**config.mk**
```make
export PLATFORM = sky130hd
export DESIGN_NAME = wts_i2s_tx
export DESIGN_NICKNAME = d
export VERILOG_FILES = /design/src/rtl/wts_i2s_tx.sv
export SDC_FILE = /design/constraint.sdc
export NUM_CORES = 1
export LEC_CHECK = 0
export ABC_AREA = 1
export CORE_ASPECT_RATIO = 1.5
export CORE_MARGIN = 4
export CORE_UTILIZATION = 53
export DETAILED_ROUTE_END_ITERATION = 8
export PLACE_DENSITY_LB_ADDON = 0.12
export SYNTH_ARGS = -nofsm -noshare
export SYNTH_HDL_FRONTEND = slang
export SYNTH_SLANG_ARGS = --single-unit
export TNS_END_PERCENT = 1
```
**constraint.sdc**
```tcl
create_clock -name clk -period 2.86 [get_ports clk]
set_input_delay 0.429 -clock clk [delete_from_list [all_inputs] [get_ports clk]]
set_output_delay 0.429 -clock clk [all_outputs]
set_load 0.02 [all_outputs]
```
**src/rtl/wts_i2s_tx.sv**
```systemverilog
// Stereo I2S transmitter: 2x15-bit samples to 16-bit slots with an internal bit/word clock prescaler.
// Define WTS_I2S_LJ_EN for left-justified framing (no one-bit data delay); default is standard I2S.
module wts_i2s_tx #(
    parameter int unsigned BCLK_HALF = 7
) (
    input  logic        clk,
    input  logic        nreset,
    input  logic        enable,
    input  logic [14:0] left_in,
    input  logic [14:0] right_in,
    output logic        sample_ack,
    output logic        i2s_bclk,
    output logic        i2s_lrclk,
    output logic        i2s_data
);

    localparam int unsigned PRE_W    = 8;
    localparam int unsigned SLOT_W   = 5;
    localparam int unsigned FRAME_W  = 32;
    localparam logic [PRE_W-1:0]  PRE_LAST  = PRE_W'(BCLK_HALF - 1);
    localparam logic [SLOT_W-1:0] SLOT_LAST = '1;

    typedef enum logic {
        ST_IDLE,
        ST_RUN
    } state_e;

    state_e               state_q, state_d;
    logic [PRE_W-1:0]     pre_q, pre_d;
    logic [SLOT_W-1:0]    slot_q, slot_d;
    logic [FRAME_W-1:0]   frame_q, frame_d;
    logic                 bclk_q, bclk_d;
    logic                 data_q, data_d;
    logic                 ack_q, ack_d;

    logic                 tick;
    logic                 fall;
    logic [SLOT_W-1:0]    slot_nx;

    assign tick    = (pre_q == PRE_LAST);
    assign fall    = tick && bclk_q;
    assign slot_nx = slot_q + SLOT_W'(1);

    // Next-state: prescaler, slot counter, frame capture and serial bit select
    always_comb begin
        state_d = state_q;
        pre_d   = pre_q;
        slot_d  = slot_q;
        frame_d = frame_q;
        bclk_d  = bclk_q;
        data_d  = data_q;
        ack_d   = 1'b0;

        case (state_q)
            ST_IDLE: begin
                pre_d  = '0;
                slot_d = SLOT_LAST;
                bclk_d = 1'b0;
                data_d = 1'b0;
                if (enable) begin
                    state_d = ST_RUN;
                end
            end
            ST_RUN: begin
                pre_d = tick ? '0 : pre_q + PRE_W'(1);
                if (tick) begin
                    bclk_d = ~bclk_q;
                end
                if (fall) begin
                    if (slot_q == SLOT_LAST) begin
                        if (enable) begin
                            frame_d = {left_in, 1'b0, right_in, 1'b0};
                            slot_d  = '0;
                            ack_d   = 1'b1;
`ifdef WTS_I2S_LJ_EN
                            data_d  = left_in[14];
`else
                            data_d  = 1'b0;
`endif
                        end else begin
                            state_d = ST_IDLE;
                            pre_d   = '0;
                            slot_d  = SLOT_LAST;
                            bclk_d  = 1'b0;
                            data_d  = 1'b0;
                        end
                    end else begin
                        slot_d = slot_nx;
                        // Frame bit k lives at frame_q[31-k] == frame_q[~k]
`ifdef WTS_I2S_LJ_EN
                        data_d = frame_q[~slot_nx];
`else
                        data_d = frame_q[~slot_q];
`endif
                    end
                end
            end
            default: begin
                state_d = ST_IDLE;
            end
        endcase
    end

    always_ff @(posedge clk or negedge nreset) begin
        if (!nreset) begin
            state_q <= ST_IDLE;
            pre_q   <= '0;
            slot_q  <= SLOT_LAST;
            frame_q <= '0;
            bclk_q  <= 1'b0;
            data_q  <= 1'b0;
            ack_q   <= 1'b0;
        end else begin
            state_q <= state_d;
            pre_q   <= pre_d;
            slot_q  <= slot_d;
            frame_q <= frame_d;
            bclk_q  <= bclk_d;
            data_q  <= data_d;
            ack_q   <= ack_d;
        end
    end

    assign sample_ack = ack_q;
    assign i2s_bclk   = bclk_q;
    assign i2s_lrclk  = slot_q[SLOT_W-1];
    assign i2s_data   = data_q;

endmodule

```
# ---- After elaboration in Yosys (flattened, before gate mapping)
# Index checks and enable logic that the tools add are counted.
dict set report classes {
  order_cmp 1
  n_mux 26
  addsub 2
  n_bitwise 3
  reduce_logical 2
  n_eq_ne 3
}
# op n
set op_table {}
lappend op_table {{8-bit 2-to-1 mux} 4}
lappend op_table {{8-bit one-hot mux with 2 select lines} 1}
lappend op_table {{5-bit 2-to-1 mux} 3}
lappend op_table {{1-bit 2-to-1 mux} 13}
lappend op_table {{5-bit one-hot mux with 2 select lines} 1}
lappend op_table {{8-bit by 1-bit adder with 8-bit output (second input constant)} 1}
lappend op_table {{8-bit by 3-bit == test with 1-bit output (second input constant)} 1}
lappend op_table {{5-bit by 6-bit less-than comparator with 1-bit output (second input constant)} 1}
lappend op_table {{1-bit one-hot mux with 2 select lines} 3}
lappend op_table {{5-bit by 1-bit adder with 5-bit output (second input constant)} 1}
lappend op_table {{1-bit binary-select mux with 5-bit select} 1}
lappend op_table {{5-bit == test (second input constant)} 1}
lappend op_table {{5-bit NOT} 1}
lappend op_table {{4-bit AND reduction} 1}
lappend op_table {{2-bit by 1-bit inequality test with 1-bit output (second input constant)} 1}
lappend op_table {{1-bit NOT} 2}
lappend op_table {{1-bit logical AND} 1}
dict set report totals {
  output_inout_bits 4
  in_bits 33
  ff_bits 47
}

# ---- Longest topological paths before layout
# Gate-level depths: netlist of the first run.
dict set report logic_depth {
  depth_word 6
  depth_mapped 11
  ltp_nobuf 11
}

# ---- Worst setup path after synthesis of the first run
# OpenSTA, ideal clock, no wires.
dict set report synth_timing {
  path_kind {flip-flop to flip-flop}
  from {register pre_q[0]}
  to {register frame_q[23]}
  setup_slack_ns 0.842
  required_time_ns 2.733
  path_stages_with_launch 11
  arrival_ns 1.891
  n_path_buf 2
  setup_ns 0.127
  path_cell_list {dfrtp_1 > inv_1 > ha_1 > nand4_1 > nor3_2 > ha_1 > buf_4 > nand2_4 > nor2_8 > buf_6 > mux2_1}
}
dict set report synth_via {
  elab_chain_cells 3
}
# item line
set synth_lines {}
lappend synth_lines {{from (decl)} 29} ;# logic [PRE_W-1:0] pre_q, pre_d;
lappend synth_lines {{from (signal assigned)} 115} ;# pre_q <= pre_d;
lappend synth_lines {{8-bit by 3-bit == test with 1-bit output} 40} ;# assign tick = (pre_q == PRE_LAST);
lappend synth_lines {{1-bit logical AND} 41} ;# assign fall = tick && bclk_q;
lappend synth_lines {{4-bit AND reduction (no line)} -}
lappend synth_lines {{to (signal assigned)} 117} ;# frame_q <= frame_d;
lappend synth_lines {{to (decl)} 31} ;# logic [FRAME_W-1:0] frame_q, frame_d;
# No other way between the ends.
# A chain may end at the register's enable or synchronous reset.

# ---- Worst setup path after layout of the first run
dict set report layout_timing {
  from {register pre_q[0]}
  to {register frame_q[22]}
}
# Same word-level chain as after synthesis.

==> results of run 1 <==
power groups by stage:
stage	combinational (mW)	sequential [mW]	clock, mW
global placement	0.0597	0.677	0
floorplan	0.00206	0.677	0
CTS	0.0597	0.664	0.439
detailed placement	0.0591	0.677	0
finish	0.0583	0.664	0.429
global route	0.0640	0.664	0.464
logic make-up after synthesis:
group,count (synthesis),synth area share (%)
xor+xnor,2,0.744
fa+ha+maj,5,2.66
simple gates,123,23.7
buf+inv,54,10.4
compound gates,38,9.36
mux,6,2.87
flops,47,50.2
flip-flops by register name (all words and copies together) (netlist names):
name        count
i2s_bclk        1
slot_q          5
i2s_data        1
sample_ack      1
frame_q        30
pre_q           8
state_q         1
layout make-up:
cell class	count	area [µm²]	area share, %
sequential	47	1180	42.0
multi-input combinational	174	926	32.9
timing repair buffer	40	385	13.7
inverter	43	164	5.82
clock buffer	8	100	3.56
tap	46	57.6	2.04
worst max-delay path: cells and delay by family, from the launching register on:
family	cells	cell delay [ns]
fa+ha+maj	2	0.44
simple gates	4	0.81
flops	1	0.42
buf+inv	1	0.07
mux	1	0.38
through the flow:
step	power, mW	util (%)	hold WS [ns]	std cells	setup WS (ns)
after floorplan	0.679	-	0.133	275	0.842
after global placement	0.737	64.0	0.469	350	0.634
after detailed placement	0.736	64.0	0.475	350	0.604
after CTS	1.16	66.3	0.333	358	0.585
after global routing	1.19	66.3	0.377	358	0.394
final	1.15	66.3	0.301	358	0.607
worst paths after layout:
kind	cells after the start	start	endpoint	slack, ns
hold / removal	1	nreset	sample_ack$_DFF_PN0_	0.30
max in group asynchronous	1	nreset	pre_q[4]$_DFF_PN0_	1.93
setup reg to reg	8	pre_q[0]$_DFF_PN0_	frame_q[22]$_DFFE_PN0P_	0.61
min in group clk	2	i2s_data$_DFFE_PN0P_	i2s_data$_DFFE_PN0P_	0.49
setup / recovery	8	pre_q[0]$_DFF_PN0_	frame_q[22]$_DFFE_PN0P_	0.61
hold reg to reg	2	i2s_data$_DFFE_PN0P_	i2s_data$_DFFE_PN0P_	0.49
metal layers:
layer | track usage [%] | up-vias
met1 | 20.4 | 852
met4 | 10.4 | 0
li1 | - | 947
met3 | 3.36 | 11
met5 | 0 | -
met2 | 33.5 | 30
cell usage in the layout, fill, tap and decap left out:
cell type	count
sky130_fd_sc_hd__nor3_2	3
sky130_fd_sc_hd__ha_1	5
sky130_fd_sc_hd__xnor2_1	1
sky130_fd_sc_hd__a21oi_2	1
sky130_fd_sc_hd__nand3_1	32
sky130_fd_sc_hd__nor2_4	1
sky130_fd_sc_hd__nand2_1	69
sky130_fd_sc_hd__clkbuf_1	1
sky130_fd_sc_hd__clkbuf_8	7
sky130_fd_sc_hd__buf_4	4
sky130_fd_sc_hd__nand2_4	1
sky130_fd_sc_hd__nor3_1	1
sky130_fd_sc_hd__dfstp_2	5
sky130_fd_sc_hd__nor2_1	13
sky130_fd_sc_hd__o21ai_0	27
sky130_fd_sc_hd__mux2_2	5
sky130_fd_sc_hd__inv_1	38
sky130_fd_sc_hd__o221ai_1	4
sky130_fd_sc_hd__clkdlybuf4s50_1	35
sky130_fd_sc_hd__inv_2	4
sky130_fd_sc_hd__o21ai_1	2
sky130_fd_sc_hd__nand4_1	2
sky130_fd_sc_hd__nor2_8	1
sky130_fd_sc_hd__inv_4	1
sky130_fd_sc_hd__buf_2	1
sky130_fd_sc_hd__xor2_1	1
sky130_fd_sc_hd__dfrtp_1	42
sky130_fd_sc_hd__a21oi_4	1
sky130_fd_sc_hd__mux2_1	1
sky130_fd_sc_hd__a21oi_1	3
==> flow_metrics.tcl, run 1 <==
set metrics [dict create \
    start_util_pct 55.4 \
    first_global_vias 1953 \
    power.ir.vdd_worst_v 0.000358 \
    clk-insertion-delay-late_ns 0.30 \
    antenna_found_initial 0 \
    drv_slew 0 \
    die_width_um 62.4 \
    maxSlewHeadroom_pct 31.9 \
    max_cap_violations 0 \
    gpl.final_weighted_congestion 0.810 \
    area_growth_syn_to_layout_pct 19.6 \
    globalRouteOverflowTotal 0 \
    crit_path_top_delay_cell "sky130_fd_sc_hd__dfrtp_1" \
    cts-resized-gates 0 \
    post-synth-top-area-fraction_pct 44.7 \
    clock_tree.root_cell "sky130_fd_sc_hd__clkbuf_8" \
    dr.max_layer_used "met4" \
    seq_power_share_pct 57.7 \
    tritoncts "built" \
    crit_path_cell_trace "inv_1, ha_1, nand4_1, nor3_2, ha_1, nand2_4, nor2_8, mux2_2" \
    wl_per_cell_um 12.8 \
    required_time_worst_endpoint_ns 3.04 \
    final_design_area_no_fill_mm2 0.00282 \
    finalWirelength_um 4600 \
    cp_slowest_stage_delay_ns 0.42 \
    synth-main-ff-cell "sky130_fd_sc_hd__dfrtp_1" \
    placeableCoreArea_mm2 0.00425 \
    synth.most_common_cell "sky130_fd_sc_hd__nand2_1" \
    crit_path_end_kind "flop" \
    power_density_mw_per_mm2 409 \
    detailroute.via_count 1840 \
    post_synthesis_sequential_area_ratio_pct 50.2 \
    yosys.area.top_type "sky130_fd_sc_hd__dfrtp_1" \
    wl_met1_um 1950 \
    power_leakage_nw 1.35 \
    final.setup_skew_ns 0.00743 \
    ys_seq_elements 47 \
    num_io_pins 37 \
    routed_via_density 5.14 \
    min_period_ns 2.25 \
    cts_max_level 2 \
    dpl-instance-area_mm2 0.00272 \
    clockPowerShare_pct 37.3 \
    syn-num-nets 313 \
    fp.dieH_um 89.6 \
    yosysUniqueCellTypes 28 \
    worstMarginPinSlew_ns 1.02 \
    comb_power_share_pct 5.1 \
    worstSetupPathType "reg -> reg" \
    timing.critical_path.arrival_ns 2.43 \
    netlist_area_mm2 0.00235 \
    internal_power_mw 0.922 \
    final_min_period_over_clock_period_pct 78.8 \
    p_sw_share_pct 19.9 \
    numClockSinks 47 \
    yosys_warnings 0 \
    share_of_cells_above_drive_strength_1_pct 11.2 \
    setup_viol_count_final 0 \
    post-dp-hpwl_um 3360 \
    setup_tns_ns 0 \
    drt_pass1_iterations 4 \
    num-fill-cells 378 \
    drt_drc_violations_left 0 \
    timing.critical_path.from_type "flop" \
    track_usage_pct 18.5 \
    placementRows 29 \
    critical_path.most_common_cell "sky130_fd_sc_hd__ha_1" \
    num_antenna_cells 0 \
    floorplan.die_area_mm2 0.00559 \
    cts-root-to-sink-buffers 2 \
    hold_path_class "in -> async" \
    number_of_buffers_inserted_for_hold_repair_after_clock_tree_synthesis 0 \
    synthArstFlopShare_pct 100 \
    met3RoutedLength_um 139 \
    cts-buffers-inserted 5 \
    syn_area_per_cell_um2 8.56 \
    synth_area_leaders "sky130_fd_sc_hd__dfrtp_1 45%, sky130_fd_sc_hd__nand2_1 11%, sky130_fd_sc_hd__nand3_1 6.8%" \
    power_switching_mw 0.229 \
    post_synth_inst_count 275 \
    dr.first_iter.drc_count 80 \
    route.antenna.remaining_nets 0 \
    highest_fanout_seen_on_the_critical_path 37 \
    rsz_0062_raised_after_global_routing "false" \
    grt_start_max_net_pins 48 \
    num-nets-final 349 \
    met2_length_um 2390 \
    run_status "finished, final reports clean" \
    io_buffer_count 36 \
    post_synth_most_frequent_cells "69 x sky130_fd_sc_hd__nand2_1, 42 x sky130_fd_sc_hd__dfrtp_1, 38 x sky130_fd_sc_hd__inv_1, 32 x sky130_fd_sc_hd__nand3_1, 27 x sky130_fd_sc_hd__o21ai_0" \
    synth_enable_flop_cells 0 \
    maxClockFrequency_mhz 444 \
    grt_pass1_wl_um 8230 \
    clk_pin_slew_ns 0.08 \
    postCtsSetupRepairBufs 0 \
    finalHoldViolCount 0 \
]
(Power assumes the default switching activity.)
==> run 2, diff against run 1 <==
--- a/config.mk
+++ b/config.mk
@@ -8,7 +8,7 @@
 export ABC_AREA = 1
 export CORE_ASPECT_RATIO = 1.5
 export CORE_MARGIN = 4
-export CORE_UTILIZATION = 53
+export CORE_UTILIZATION = 48
 export DETAILED_ROUTE_END_ITERATION = 8
 export PLACE_DENSITY_LB_ADDON = 0.12
 export SYNTH_ARGS = -nofsm -noshare
==> constraint.sdc (replaced) <==
create_clock -name clk -period 1.95 [get_ports clk]
set_input_delay 0.2925 -clock clk [delete_from_list [all_inputs] [get_ports clk]]
set_output_delay 0.2925 -clock clk [all_outputs]
set_load 0.02 [all_outputs]
==> run 2 against run 1 <==
Against the previous run: clock-buffer cell count down 2; total power grew 55%; sequential share of layout area shrank 3.1 points; sequential cell count unchanged; largest power group unchanged; first-iteration DRC count up 35%; cell count up 8.9%; via count rose by 2.9%; design area increased by 8.0%; global-route usage is 0.33 points lower; maximum frequency grew 16%.
==> flow_metrics.tcl, run 2 (same netlist as run 1, synthesis figures left out) <==
set metrics [dict create \
    drt_drc_violations_left 0 \
    seq_power_share_pct 54.5 \
    min_path_cells 2 \
    wl_per_cell_um 12.9 \
    dr.first_iter.drc_count 108 \
    final.setup_skew_ns 0.00392 \
    power_leakage_nw 1.43 \
    largestRegisters "frame_q: 30 flops, pre_q: 8 flops, slot_q: 5 flops" \
    placeableCoreArea_mm2 0.00477 \
    final_min_period_over_clock_period_pct 99.2 \
    cts-root-to-sink-buffers 2 \
    power_switching_mw 0.340 \
    grt_pass1_wl_um 8590 \
    total_power_mw 1.79 \
    num_io_pins 37 \
    fp.dieH_um 93.8 \
    rsz_0062_raised_after_global_routing "true" \
    largest_reg_flops 30 \
    clock_tree.root_cell "sky130_fd_sc_hd__clkbuf_8" \
    timing.hold.worst.start "i2s_data$_DFFE_PN0P_" \
    timing.critical_path.from_type "flop" \
    numClockSinks 47 \
    placementRows 31 \
    maxClockFrequency_mhz 517 \
    io_buffer_count 36 \
    highest_fanout_seen_on_the_critical_path 4 \
    drt_pass1_iterations 4 \
    crit_path_end_kind "flop" \
    die_width_um 65.2 \
    track_usage_pct 18.1 \
    num-nets-final 361 \
    num_antenna_cells 0 \
    area_growth_syn_to_layout_pct 29.2 \
    internal_power_mw 1.45 \
    power.ir.vdd_worst_v 0.000417 \
    reg2regPathDepth 8 \
    start_util_pct 49.3 \
    floorplan.die_area_mm2 0.00611 \
    comb_power_share_pct 5.2 \
    clk-insertion-delay-late_ns 0.29 \
    min_period_ns 1.93 \
    routed_via_density 4.86 \
    route.antenna.remaining_nets 0 \
    drv_slew 0 \
    cts-buffers-inserted 5 \
    tritoncts "built" \
    most_common_cell_after_layout_fill_and_taps_aside "sky130_fd_sc_hd__nand2_1" \
    antenna_found_initial 0 \
    p_sw_share_pct 19.0 \
    clk_pin_slew_ns 0.08 \
    crit_path_buf_inv_count 1 \
    regToRegStartpoint "pre_q[0]$_DFF_PN0_" \
    cts_max_level 2 \
    hold_path_class "reg -> reg" \
    share_of_cells_above_drive_strength_1_pct 15.1 \
    post-dp-hpwl_um 3570 \
    power_density_mw_per_mm2 588 \
    max_cap_violations 0 \
    clockPowerShare_pct 40.3 \
    grt_start_max_net_pins 33 \
    timing.critical_path.arrival_ns 2.12 \
    critical_path_depth 8 \
    setup_viol_count_final 0 \
    worstSetupPathType "reg -> reg" \
    globalRouteOverflowTotal 0 \
    gpl.final_weighted_congestion 0.821 \
    required_time_worst_endpoint_ns 2.13 \
    crit_path_cell_trace "inv_1, ha_1, nand4_1, nor3_4, ha_2, nand2_4, nor2_4, mux2_4" \
    maxSlewHeadroom_pct 63.9 \
    cp_slowest_stage_delay_ns 0.39 \
    layout.cells.most_common_list "69 x sky130_fd_sc_hd__nand2_1, 42 x sky130_fd_sc_hd__dfrtp_1, 38 x sky130_fd_sc_hd__inv_1" \
    max_flop_register "frame_q" \
    detailroute.via_count 1894 \
    crit_path_top_delay_cell "sky130_fd_sc_hd__dfrtp_1" \
    path_delay_family "simple AND/OR/NAND/NOR gates" \
    run_status "finished, final reports clean" \
    finalWirelength_um 5020 \
    holdWs_ns 0.500 \
    finalHoldViolCount 0 \
    worstMarginPinSlew_ns 0.541 \
    timing.critical_path.from "pre_q[0]$_DFF_PN0_" \
    first_global_vias 1956 \
]
run 2: cell types whose count changed in the layout (fill, tap and decap cells not counted), sizes merged:
cell / previous run / this run
buf: 5 / 14
bufinv: 0 / 1
clkbuf: 8 / 7
clkinv: 0 / 1
dlygate4sd3: 0 / 1
nor2: 15 / 16
run 2: repair_timing:
action,in CTS,in global routing
pin swaps,0,6
endpoints found under the hold margin,23,0
setup endpoints to repair,3,42
setup buffers,0,4
gates resized for setup,1,25
hold buffers,1,0
cloned,0,2
run 2: power groups by stage:
stage               sequential (mW)  clock (mW)  combinational, mW
floorplan                     0.993           0            0.00302
global placement              0.993           0             0.0914
detailed placement            0.993           0             0.0914
CTS                           0.974       0.744             0.0937
global route                  0.974       0.788              0.101
finish                        0.974       0.722             0.0929
run 2: final cells by class:
| class | count | area [µm²] |
|---|---|---|
| timing repair buffer | 51 | 526 |
| inverter | 43 | 164 |
| fill | 431 | 1730 |
| clock inverter | 2 | 35.0 |
| clock buffer | 6 | 82.6 |
| multi-input combinational | 175 | 968 |
| sequential | 47 | 1180 |
| tap | 66 | 82.6 |
run 2: worst reg2reg max path, delay by kind of cell (launching register included):
kind | cells | cell delay [ns]
and+or+nand+nor | 4 | 0.69
DFF | 1 | 0.39
adders and majority gates | 2 | 0.38
buffers and inverters | 1 | 0.06
muxes | 1 | 0.32
run 2: through the flow:
step                      utilization, %  worst slack, ns  cells  setup TNS [ns]  cell area, µm²
after floorplan                        -          -0.0684    275         -0.0684            2350
after global placement              58.7           0.0493    375               0            2800
after detailed placement            58.7           0.0182    375               0            2800
after CTS                           61.4          0.00250    384               0            2930
after global routing                63.7          -0.0609    390          -0.885            3040
final                               63.7           0.0156    390               0            3040
run 2: path summary, 6_finish.rpt:
kind	endpoint	slack [ns]
worst min-delay path	i2s_data$_DFFE_PN0P_	0.50
worst max register to register	frame_q[1]$_DFFE_PN0P_	0.02
worst min register to register	i2s_data$_DFFE_PN0P_	0.50
min in group asynchronous	sample_ack$_DFF_PN0_	0.51
worst max-delay path	frame_q[1]$_DFFE_PN0P_	0.02
max in group asynchronous	slot_q[2]$_DFFE_PN1P_	0.84
run 2: routing by layer:
| layer | wire [µm] | global-route usage (%) | vias up | part of all wire, % |
|---|---|---|---|---|
| met5 | 0 | 0 | - | 0 |
| li1 | - | - | 973 | - |
| met3 | 188 | 3.47 | 9 | 3.7 |
| met2 | 2660 | 32.6 | 29 | 53 |
| met4 | 110 | 8.30 | 0 | 2.2 |
| met1 | 2050 | 20.2 | 883 | 41 |
==> run 3, diff against run 2 <==
--- a/config.mk
+++ b/config.mk
@@ -5,7 +5,7 @@
 export SDC_FILE = /design/constraint.sdc
 export NUM_CORES = 1
 export LEC_CHECK = 0
-export ABC_AREA = 1
+export ABC_AREA = 0
 export CORE_ASPECT_RATIO = 1.5
 export CORE_MARGIN = 4
 export CORE_UTILIZATION = 48
==> run 3 against run 2 <==
Against the previous run: the run now ends with setup timing left; synthesized cell count shrank 12%; combinational power grew to 17 times the previous value; first-iteration DRC count down 51%; global-route usage decreased by 1.9 points; via count is 8.0% lower; largest power group unchanged; highest routed layer unchanged.
==> flow_metrics.tcl, run 3 <==
set metrics [dict create \
    power_leakage_nw 1.44 \
    routed_via_density 4.92 \
    timing.critical_path.from_type "flop" \
    path_delay_family "multiplexers" \
    largest_reg_flops 30 \
    detailedPlace.worstSlack_ns -0.0660 \
    max_flop_register "frame_q" \
    drt_pass1_iterations 4 \
    crit_path_buf_inv_count 1 \
    p_sw_share_pct 32.8 \
    synth_area_leaders "sky130_fd_sc_hd__dfrtp_1 46%, sky130_fd_sc_hd__nand2_1 17%, sky130_fd_sc_hd__dfstp_2 5.8%" \
    grt_pass1_wl_um 7510 \
    antenna_found_initial 0 \
    synth-main-ff-cell "sky130_fd_sc_hd__dfrtp_1" \
    share_of_cells_above_drive_strength_1_pct 14.8 \
    finalHoldViolCount 0 \
    total_power_mw 3.96 \
    syn_area_per_cell_um2 9.41 \
    drv_slew 0 \
    post-dp-hpwl_um 3300 \
    syn-num-nets 279 \
    critical_path.most_common_cell "sky130_fd_sc_hd__mux4_2" \
    detailroute.via_count 1742 \
    yosysUniqueCellTypes 32 \
    yosys_warnings 0 \
    placeableCoreArea_mm2 0.00454 \
    finalWirelength_um 4470 \
    comb_power_share_pct 40.6 \
    hold_path_class "reg -> reg" \
    final_standard_cell_utilization_of_the_core_pct 64.4 \
    floorplan.die_area_mm2 0.00591 \
    cp_slowest_stage_delay_ns 0.60 \
    gpl.final_weighted_congestion 0.787 \
    cts-buffers-inserted 5 \
    seq_power_share_pct 43.4 \
    worst-r2r-setup-slack_ns -0.09 \
    post_synth_most_frequent_cells "104 x sky130_fd_sc_hd__nand2_1, 42 x sky130_fd_sc_hd__dfrtp_1, 12 x sky130_fd_sc_hd__clkbuf_1, 12 x sky130_fd_sc_hd__nor2_1, 7 x sky130_fd_sc_hd__o21ai_0" \
    num_antenna_cells 0 \
    regToRegStartpoint "slot_q[0]$_DFFE_PN1P_" \
    synth_enable_flop_cells 0 \
    final_design_area_no_fill_mm2 0.00292 \
    dpl-instance-area_mm2 0.00280 \
    power_density_mw_per_mm2 1350 \
    worstMarginPinSlew_ns 0.578 \
    timing.hold.worst.start "frame_q[26]$_DFFE_PN0P_" \
    dr.first_iter.drc_count 53 \
    stdcell_count 354 \
    worstSetupPathType "reg -> reg" \
    first_global_vias 1732 \
    post_synth_inst_count 241 \
    cts-root-to-sink-buffers 2 \
    run_status "finished, violations left" \
    power.ir.vdd_worst_v 0.000810 \
    yosys.area.top_type "sky130_fd_sc_hd__dfrtp_1" \
    reg2regPathDepth 5 \
    clock_tree.root_cell "sky130_fd_sc_hd__clkbuf_8" \
    track_usage_pct 16.3 \
    failed_checks "setup timing" \
    max_cap_violations 0 \
    placementRows 30 \
    layout.cells.most_common_list "104 x sky130_fd_sc_hd__nand2_1, 42 x sky130_fd_sc_hd__dfrtp_1, 35 x sky130_fd_sc_hd__clkdlybuf4s50_1" \
    route.antenna.remaining_nets 0 \
    globalRouteOverflowTotal 0 \
    crit_path_top_delay_cell "sky130_fd_sc_hd__dfstp_2" \
    highest_fanout_seen_on_the_critical_path 5 \
    grt_start_max_net_pins 32 \
    rsz_0062_raised_after_global_routing "true" \
    dp.cells 344 \
    crit_path_end_kind "flop" \
    num-nets-final 327 \
    required_time_worst_endpoint_ns 2.13 \
    min_period_ns 2.04 \
    clk-insertion-delay-late_ns 0.30 \
    maxSlewHeadroom_pct 61.5 \
    internal_power_mw 2.66 \
    final_min_period_over_clock_period_pct 105 \
    maxClockFrequency_mhz 489 \
    min_path_cells 2 \
    setup_slack_ns -0.0935 \
    synth.most_common_cell "sky130_fd_sc_hd__nand2_1" \
    largestRegisters "frame_q: 30 flops, pre_q: 8 flops, slot_q: 5 flops" \
    clockPowerShare_pct 16.0 \
    ys_seq_elements 47 \
    io_buffer_count 36 \
    drt_drc_violations_left 0 \
    setup_viol_count_final 1 \
    fp.dieH_um 92.2 \
    crit-reg2reg-capture "i2s_data$_DFFE_PN0P_" \
    timing.critical_path.arrival_ns 2.23 \
    crit_path_cell_trace "buf_12, mux4_2, mux4_2, nor3b_2, nor3_1" \
    synthArstFlopShare_pct 100 \
    hold_crit_endpoint "frame_q[26]$_DFFE_PN0P_" \
    area_growth_syn_to_layout_pct 28.8 \
    most_common_cell_after_layout_fill_and_taps_aside "sky130_fd_sc_hd__nand2_1" \
    power_switching_mw 1.30 \
    num_io_pins 37 \
    die_width_um 64.1 \
    post-synth-top-area-fraction_pct 46.3 \
    post_synthesis_sequential_area_ratio_pct 52.1 \
    tritoncts "built" \
    final.setup_skew_ns 0.00682 \
    netlist_area_mm2 0.00227 \
    wl_per_cell_um 12.6 \
    clk_pin_slew_ns 0.09 \
    start_util_pct 49.9 \
    cts_max_level 2 \
    numClockSinks 47 \
]
[run 3: cell count changes after synthesis, moves of 5 or more]
cell | previous run | this run
sky130_fd_sc_hd__mux2_2 | 5 | 0
sky130_fd_sc_hd__nand3_1 | 32 | 5
sky130_fd_sc_hd__inv_1 | 38 | 5
sky130_fd_sc_hd__nand2_1 | 69 | 104
sky130_fd_sc_hd__mux2i_1 | 0 | 6
sky130_fd_sc_hd__clkbuf_1 | 0 | 12
sky130_fd_sc_hd__o21ai_0 | 27 | 7
[run 3: logic make-up after synthesis]
logic type               after synthesis  share of synthesized area (%)
AND/OR/NAND/NOR                      138                           25.4
flip-flops                            47                           52.1
buffers and inverters                 19                           3.53
AO/OA/AOI/OAI                         13                           3.59
multiplexers                          13                           10.3
XOR/XNOR                               6                           2.32
adder cells (fa/ha/maj)                5                           2.76
[run 3: final cells by class]
| cell class | instances | area, µm² |
|---|---|---|
| Multi-Input combinational cell | 175 | 1000 |
| Timing Repair Buffer | 55 | 538 |
| Inverter | 5 | 18.8 |
| Clock buffer | 8 | 100 |
| Tap cell | 64 | 80.1 |
| Sequential cell | 47 | 1180 |
| Fill cell | 390 | 1620 |
[run 3: layer usage]
metal	share of wire [%]	global-route usage (%)	vias to the layer above	wire length [µm]
met4	2.8	6.00	0	123
met5	0	0	-	0
met1	42	18.7	826	1870
li1	-	-	876	-
met3	3.9	3.92	8	173
met2	51	28.8	32	2300
[run 3: power groups by stage]
stage / registers [mW] / clock network (mW) / logic, mW
floorplan: 1.66 / 0 / 1.07
global placement: 1.73 / 0 / 1.49
detailed placement: 1.74 / 0 / 1.53
CTS: 1.73 / 0.643 / 1.56
global route: 1.77 / 0.688 / 1.80
finish: 1.72 / 0.635 / 1.61
[run 3: worst reg2reg max path: stages (launching register included)]
cell	delay, ns
sky130_fd_sc_hd__dfstp_2	0.60
sky130_fd_sc_hd__buf_12	0.12
sky130_fd_sc_hd__mux4_2	0.48
sky130_fd_sc_hd__mux4_2	0.49
sky130_fd_sc_hd__nor3b_2	0.16
sky130_fd_sc_hd__nor3_1	0.07
[run 3: through the flow]
step | hold WS [ns] | TNS, ns
global route | 0.497 | -4.25
global placement | 0.323 | -0.0298
floorplan | -0.00309 | -2.61
CTS | 0.474 | -0.380
detailed placement | 0.321 | -0.0660
finish | 0.471 | -0.0935
[run 3: worst max-delay path by stage]
stage,startpoint,cells after the start,end
after floorplan,slot_q[2]$_DFFE_PN1P_,9,frame_q[10]$_DFFE_PN0P_
after global placement,slot_q[0]$_DFFE_PN1P_,4,i2s_data$_DFFE_PN0P_
after detailed placement,slot_q[0]$_DFFE_PN1P_,4,i2s_data$_DFFE_PN0P_
after CTS,slot_q[0]$_DFFE_PN1P_,4,i2s_data$_DFFE_PN0P_
after global routing,slot_q[0]$_DFFE_PN1P_,5,i2s_data$_DFFE_PN0P_
final,slot_q[0]$_DFFE_PN1P_,5,i2s_data$_DFFE_PN0P_
[run 3: timing repair]
| action | CTS | global route |
|---|---|---|
| gates resized for setup | 3 | 2 |
| setup buffers | 0 | 1 |
| hold buffers | 1 | 0 |
| pin swaps | 1 | 1 |
| endpoints found under the setup margin | 12 | 44 |
| hold endpoints to repair | 3 | 0 |
